### src/rtl/intr_ctrl.sv
// intr_ctrl: interrupt controller between NUM_SRC peripheral request lines
// and a CPU's single intr/inta handshake.
//
// Sources are latched as rising-edge or level requests, chosen per bit by
// EDGE_MODE, and filtered by a writable mask. Fixed priority applies, with
// index 0 highest. The controller hands the CPU an ISR vector address.
// Only one interrupt is serviced at a time, and it ends with an eoi pulse.
//
// Handshake: intr is held high while the controller is in REQ. The CPU
// acknowledges with a rising edge on inta. The winner is taken from the
// unmasked pending bits seen at that edge, and vector/irq_id are valid from
// the next cycle until eoi. The CPU must drop inta before the ISR counts as
// in service. An eoi pulse then releases the controller back to IDLE.
//
// Ports:
//   clk        system clock, rising edge
//   reset      asynchronous active-low reset
//   irq_src    raw request lines, synchronous to clk
//   mask_we    mask write strobe
//   mask_wdata new mask value (1 = masked)
//   mask       current mask register
//   intr       interrupt request to the CPU
//   inta       interrupt acknowledge from the CPU
//   vector     ISR address of the source being serviced
//   irq_id     id being serviced; NUM_SRC marks a spurious acknowledge
//   in_service high while an ISR is active
//   eoi        one-cycle end-of-interrupt pulse
//   pending    raw pending bits, before masking
//   state_dbg  current FSM state (0 IDLE, 1 REQ, 2 ACK, 3 SERVICE)
module intr_ctrl #(
    parameter int                  NUM_SRC    = 8,
    parameter int                  ADDR_W     = 32,
    parameter logic [ADDR_W-1:0]   VEC_BASE   = ADDR_W'(32'h0000_0100),
    parameter int                  VEC_STRIDE = 4,
    parameter logic [NUM_SRC-1:0]  EDGE_MODE  = {NUM_SRC{1'b1}},
    parameter logic [NUM_SRC-1:0]  MASK_RST   = {NUM_SRC{1'b0}},
    localparam int                 ID_W       = $clog2(NUM_SRC + 1)
) (
    input  logic               clk,
    input  logic               reset,
    input  logic [NUM_SRC-1:0] irq_src,
    input  logic               mask_we,
    input  logic [NUM_SRC-1:0] mask_wdata,
    output logic [NUM_SRC-1:0] mask,
    output logic               intr,
    input  logic               inta,
    output logic [ADDR_W-1:0]  vector,
    output logic [ID_W-1:0]    irq_id,
    output logic               in_service,
    input  logic               eoi,
    output logic [NUM_SRC-1:0] pending,
    output logic [1:0]         state_dbg
);

    typedef enum logic [1:0] {
        S_IDLE    = 2'd0,
        S_REQ     = 2'd1,
        S_ACK     = 2'd2,
        S_SERVICE = 2'd3
    } state_t;

    state_t             state;
    logic [NUM_SRC-1:0] irq_q;     // previous sample of irq_src (edge history)
    logic               inta_q;    // previous sample of inta
    logic               spurious;  // current acknowledge had no winner
    logic [NUM_SRC-1:0] req;
    logic               inta_rise;
    logic               win_found;
    logic [ID_W-1:0]    win_idx;
    logic [ID_W-1:0]    sel_id;
    logic [ADDR_W-1:0]  sel_vec;
    logic [NUM_SRC-1:0] ack_clr;

    assign req       = pending & ~mask;
    assign inta_rise = inta & ~inta_q;
    assign state_dbg = state;

    // Lowest-index set bit of req. The loop runs downward, so the last hit
    // is the lowest index and no early exit is needed.
    always_comb begin
        win_found = 1'b0;
        win_idx   = '0;
        for (int i = NUM_SRC - 1; i >= 0; i--) begin
            if (req[i]) begin
                win_found = 1'b1;
                win_idx   = ID_W'(i);
            end
        end
    end

    // A spurious acknowledge reports id NUM_SRC and the vector slot just past
    // the last real source. The vector sum wraps in ADDR_W bits.
    assign sel_id  = win_found ? win_idx : ID_W'(NUM_SRC);
    assign sel_vec = VEC_BASE + ADDR_W'(sel_id) * ADDR_W'(VEC_STRIDE);

    // The winner is cleared only if it is an edge source. A level source
    // simply follows its input.
    always_comb begin
        ack_clr = '0;
        if (state == S_REQ && inta_rise && win_found) begin
            ack_clr = (NUM_SRC'(1) << win_idx) & EDGE_MODE;
        end
    end

    // Edge bits are sticky, and a new edge beats a same-cycle clear. Level
    // bits are the registered input. Bits latch regardless of the mask.
    always_ff @(posedge clk or negedge reset) begin
        if (!reset) begin
            irq_q   <= '0;
            inta_q  <= 1'b0;
            pending <= '0;
            mask    <= MASK_RST;
        end else begin
            irq_q   <= irq_src;
            inta_q  <= inta;
            pending <= (EDGE_MODE & ((pending & ~ack_clr) | (irq_src & ~irq_q)))
                     | (~EDGE_MODE & irq_src);
            if (mask_we) begin
                mask <= mask_wdata;
            end
        end
    end

    always_ff @(posedge clk or negedge reset) begin
        if (!reset) begin
            state      <= S_IDLE;
            intr       <= 1'b0;
            vector     <= '0;
            irq_id     <= '0;
            in_service <= 1'b0;
            spurious   <= 1'b0;
        end else begin
            case (state)
                S_IDLE: begin
                    if (|req) begin
                        intr  <= 1'b1;
                        state <= S_REQ;
                    end
                end
                S_REQ: begin
                    // The acknowledge edge takes precedence over a request
                    // that vanished in the same cycle. That case is the
                    // spurious acknowledge.
                    if (inta_rise) begin
                        irq_id   <= sel_id;
                        vector   <= sel_vec;
                        spurious <= ~win_found;
                        intr     <= 1'b0;
                        state    <= S_ACK;
                    end else if (!(|req)) begin
                        intr  <= 1'b0;
                        state <= S_IDLE;
                    end
                end
                S_ACK: begin
                    if (!inta) begin
                        if (spurious) begin
                            vector   <= '0;
                            irq_id   <= '0;
                            spurious <= 1'b0;
                            state    <= S_IDLE;
                        end else begin
                            in_service <= 1'b1;
                            state      <= S_SERVICE;
                        end
                    end
                end
                S_SERVICE: begin
                    if (eoi) begin
                        in_service <= 1'b0;
                        state      <= S_IDLE;
                    end
                end
                default: state <= S_IDLE;
            endcase
        end
    end

endmodule
### config.mk
export PLATFORM = sky130hd
export DESIGN_NAME = intr_ctrl
export DESIGN_NICKNAME = d
export VERILOG_FILES = /design/src/rtl/intr_ctrl.sv
export SDC_FILE = /design/constraint.sdc
export NUM_CORES = 1
export LEC_CHECK = 0
export CORE_ASPECT_RATIO = 1.4
export CORE_MARGIN = 2
export CORE_UTILIZATION = 45
export CTS_CLUSTER_DIAMETER = 120
export DETAILED_ROUTE_END_ITERATION = 8
export GPL_ROUTABILITY_DRIVEN = 0
export GPL_TIMING_DRIVEN = 0
export PLACE_DENSITY_LB_ADDON = 0.05
export SKIP_CTS_REPAIR_TIMING = 1
export SYNTH_ARGS = -nofsm -noshare
export SYNTH_HDL_FRONTEND = slang
export SYNTH_SLANG_ARGS = --single-unit
### constraint.sdc
create_clock -name clk -period 2.25 [get_ports clk]
set_clock_uncertainty 0.05 [all_clocks]
set_input_delay 0.3375 -clock clk [delete_from_list [all_inputs] [get_ports clk]]
set_output_delay 0.3375 -clock clk [all_outputs]
set_load 0.05 [all_outputs]
==> run summary <==
outcome: finished, final reports clean
via count: 1,345
critical path class: reg2out
critical path's largest stage delay: 0.85 ns
GRT Resource Usage Total: 0.175
I/O pin count: 77
Core ar.: 3680 µm²
number of optimization iterations in the first detailed-route pass: 4
combinational fraction of design power: 0.475
buffer cell driving the clock tree root: clkbuf_8
most used cells in the layout excluding fill and tap cells: clkdlybuf4s50_1, dfrtp_1, buf_4
H-tree lvl count: 2
DP Worst Slack: 0.142 ns
switching power: 0.00103 W
number of enable-type register cells in the synthesized netlist: 0
Distinct cells, synth: 31
DIE AREA: 4390 µm²
endpoint class of the critical path: output port
path length in cells of the critical path: 1
total power: 0.00237 W
drt total wl: 3570 µm
clk_lat worst skew: 0.28 ns
Crit path required time: 1.86 ns
RSZ-0062 raised after global routing: no
clock tree from TritonCTS: built
critical path, cell by cell: clkdlybuf4s50_1
CTS max path bufs: 2
critical path peak fanout: 9
Inserted Diodes: 0
adder-cell share of the synthesized area: 0
flip-flop cell with the highest count after synthesis: dfrtp_1
standard-cell row count: 26
sequential group share of total power: 0.345
detailed-placement wirelength estimate: 2900 µm
accumulated negative setup slack: 0 ns
simple-gate share of the synthesized area: 0.134
most common cell after layout, fill and taps aside: clkdlybuf4s50_1
remaining routing DRC violations: 0
fraction of the yosys area taken by sequential cells: 0.503
peak clock frequency supported by timing: 0.497 GHz
synthesized flop and latch total: 35
violation count after the first detailed-routing iteration: 20
CTS clk-pin slew, worst paths: 0.07 ns
Post-Syn Area: 1740 µm²
average wire per cell in the routed design: 12.4 µm
total clock sinks: 35
min Tclk post-route: 2.01 ns
library cell contributing the largest single delay on the critical path: clkdlybuf4s50_1
cell class contributing the biggest share of worst-path delay: buffers and inverters
part of the total power dissipated in the clock network: 0.180
class of the worst hold path: in2async
CP startpoint kind: flip-flop
fraction of final layout cells sized beyond drive strength 1: 0.203
total global routing overflow: 0
number of buffer and inverter stages on the critical path: 1
portion of netlist area occupied by mux cells: 0.0517
xor-xnor portion of the synthesized cell area: 0
die outline width: 56.6 µm
number of global-route vias before repair: 1,295
Initial Utilization: 0.474
Post-Syn Instances: 164
Avg Synthesized Cell Area: 10.6 µm²
Lkg Pwr: 1.17 nW
Final Hold Vio Count: 0
I/O Buffers: 48
final critical-path share of the clock period: 0.895
Slew Limit Headroom: 0.491
number of slew-limit violations in the final report: 0
overall die height: 77.6 µm
number of nets with antenna violations after routing: 0
first-pass GRT wire length: 5980 µm
combinational family with the most area after synthesis: buffers and inverters
maximum number of pins on one net before global-route repair: 36
maximum capacitance violations: 0
internal cell power: 0.00134 W
Worst Reg2Reg Path Length in Cells: 4
peak supply drop: 0.000830 V
worst slew pin tran: 0.763 ns
power density over cell area: 969 nW/µm²
Synth Area in Compound Gates: 0.146
number of antenna violations at the first check in global routing: 0
Synth-to-Final Area Change: 40.6%
ys async rst share: 1.00
fraction of power spent switching nets: 0.434
Crit path arrival time: 1.63 ns
number of warning messages in the yosys log: 0
via density per instance: 4.67
number of buffers inserted during clock tree synthesis: 5
Setup Viol. Count Final: 0
net count reported at finish: 266
min setup slack post-route: 0.237 ns
[metrics by stage]
stage | hold slack [ns] | instances | cell area (µm²) | util
finish | 0.0744 | 288 | 2450 | 0.666
floorplan | -0.00809 | 190 | 1840 | -
CTS | 0.104 | 288 | 2450 | 0.666
global placement | 0.353 | 280 | 2370 | 0.646
global route | 0.130 | 288 | 2450 | 0.666
detailed placement | 0.370 | 280 | 2370 | 0.644
[Yosys cell counts (2+ instances only)]
cell      instances  area (µm²)
a221o_1           2        20.0
clkbuf_1          2        7.51
inv_1            12        45.0
a21o_1            2        15.0
o31ai_1           6        45.0
a31oi_1           2        12.5
mux2_2            8        90.1
o21ai_1           2        10.0
a22o_1            3        26.3
nand2b_1          5        31.3
nor2_1            7        26.3
buf_4            31         233
o31a_1            2        17.5
o21ai_0           8        40.0
a211oi_1          2        15.0
or2b_1            2        15.0
nor3_1            2        10.0
o221ai_1          3        26.3
nor2b_1           7        43.8
nand2_1          10        37.5
a21oi_1           2        10.0
dfrtp_1          35         876
[power groups by stage]
stage	logic (W)	clock network [W]	registers [W]
global placement	0.00112	0	0.000824
floorplan	0.000489	0	0.00113
finish	0.00113	0.000427	0.000819
detailed placement	0.00113	0	0.000833
global route	0.00119	0.000466	0.000836
CTS	0.00114	0.000439	0.000821
[per-layer routing]
| layer | vias to the layer above | GRT usage | routed length, µm |
|---|---|---|---|
| li1 | 667 | - | - |
| met1 | 630 | 0.181 | 1270 |
| met2 | 42 | 0.330 | 2040 |
| met3 | 6 | 0.0367 | 196 |
| met4 | 0 | 0.0714 | 65 |
| met5 | - | 0 | 0 |
[worst register-to-register path, stage by stage, from the launching register on]
cell and delay (ns):
dfrtp_1 0.49, and4bb_4 0.32, nand3_4 0.12, o31a_1 0.30, a221o_1 0.26
[final cells by class]
cell class / instances / area (µm²)
Buffer: 33 / 240
Clock buffer: 7 / 76.3
Clock inverter: 1 / 5.00
Fill cell: 303 / 1230
Inverter: 12 / 45.0
Multi-Input combinational cell: 110 / 679
Sequential cell: 35 / 876
Tap cell: 42 / 52.6
Timing Repair Buffer: 48 / 475
[final timing paths]
kind                                          start                       end  slack (ns)
setup / recovery           state_dbg[0]$_DFFE_PN0P_              state_dbg[0]        0.24
max in group asynchronous                     reset      pending[3]$_DFF_PN0_        1.59
hold reg to reg                  irq_q[2]$_DFF_PN0_      pending[2]$_DFF_PN0_        0.38
hold / removal                                reset  state_dbg[0]$_DFFE_PN0P_        0.07
setup reg to reg           state_dbg[0]$_DFFE_PN0P_      pending[5]$_DFF_PN0_        0.58
min in group clk                 irq_q[2]$_DFF_PN0_      pending[2]$_DFF_PN0_        0.38
[cells by family after synthesis]
family,Yosys count
multiplexers,8
other,1
buffers and inverters,45
AO/OA/AOI/OAI,36
AND/OR/NAND/NOR,39
flip-flops,35
[state kept, by name (all words and copies together), names as in the netlist]
signal,flops
vector,2
spurious,1
mask,8
in_service,1
state_dbg,2
pending,8
intr,1
irq_id,3
inta_q,1
irq_q,8
Note: power is estimated with default switching activity, not from simulation.
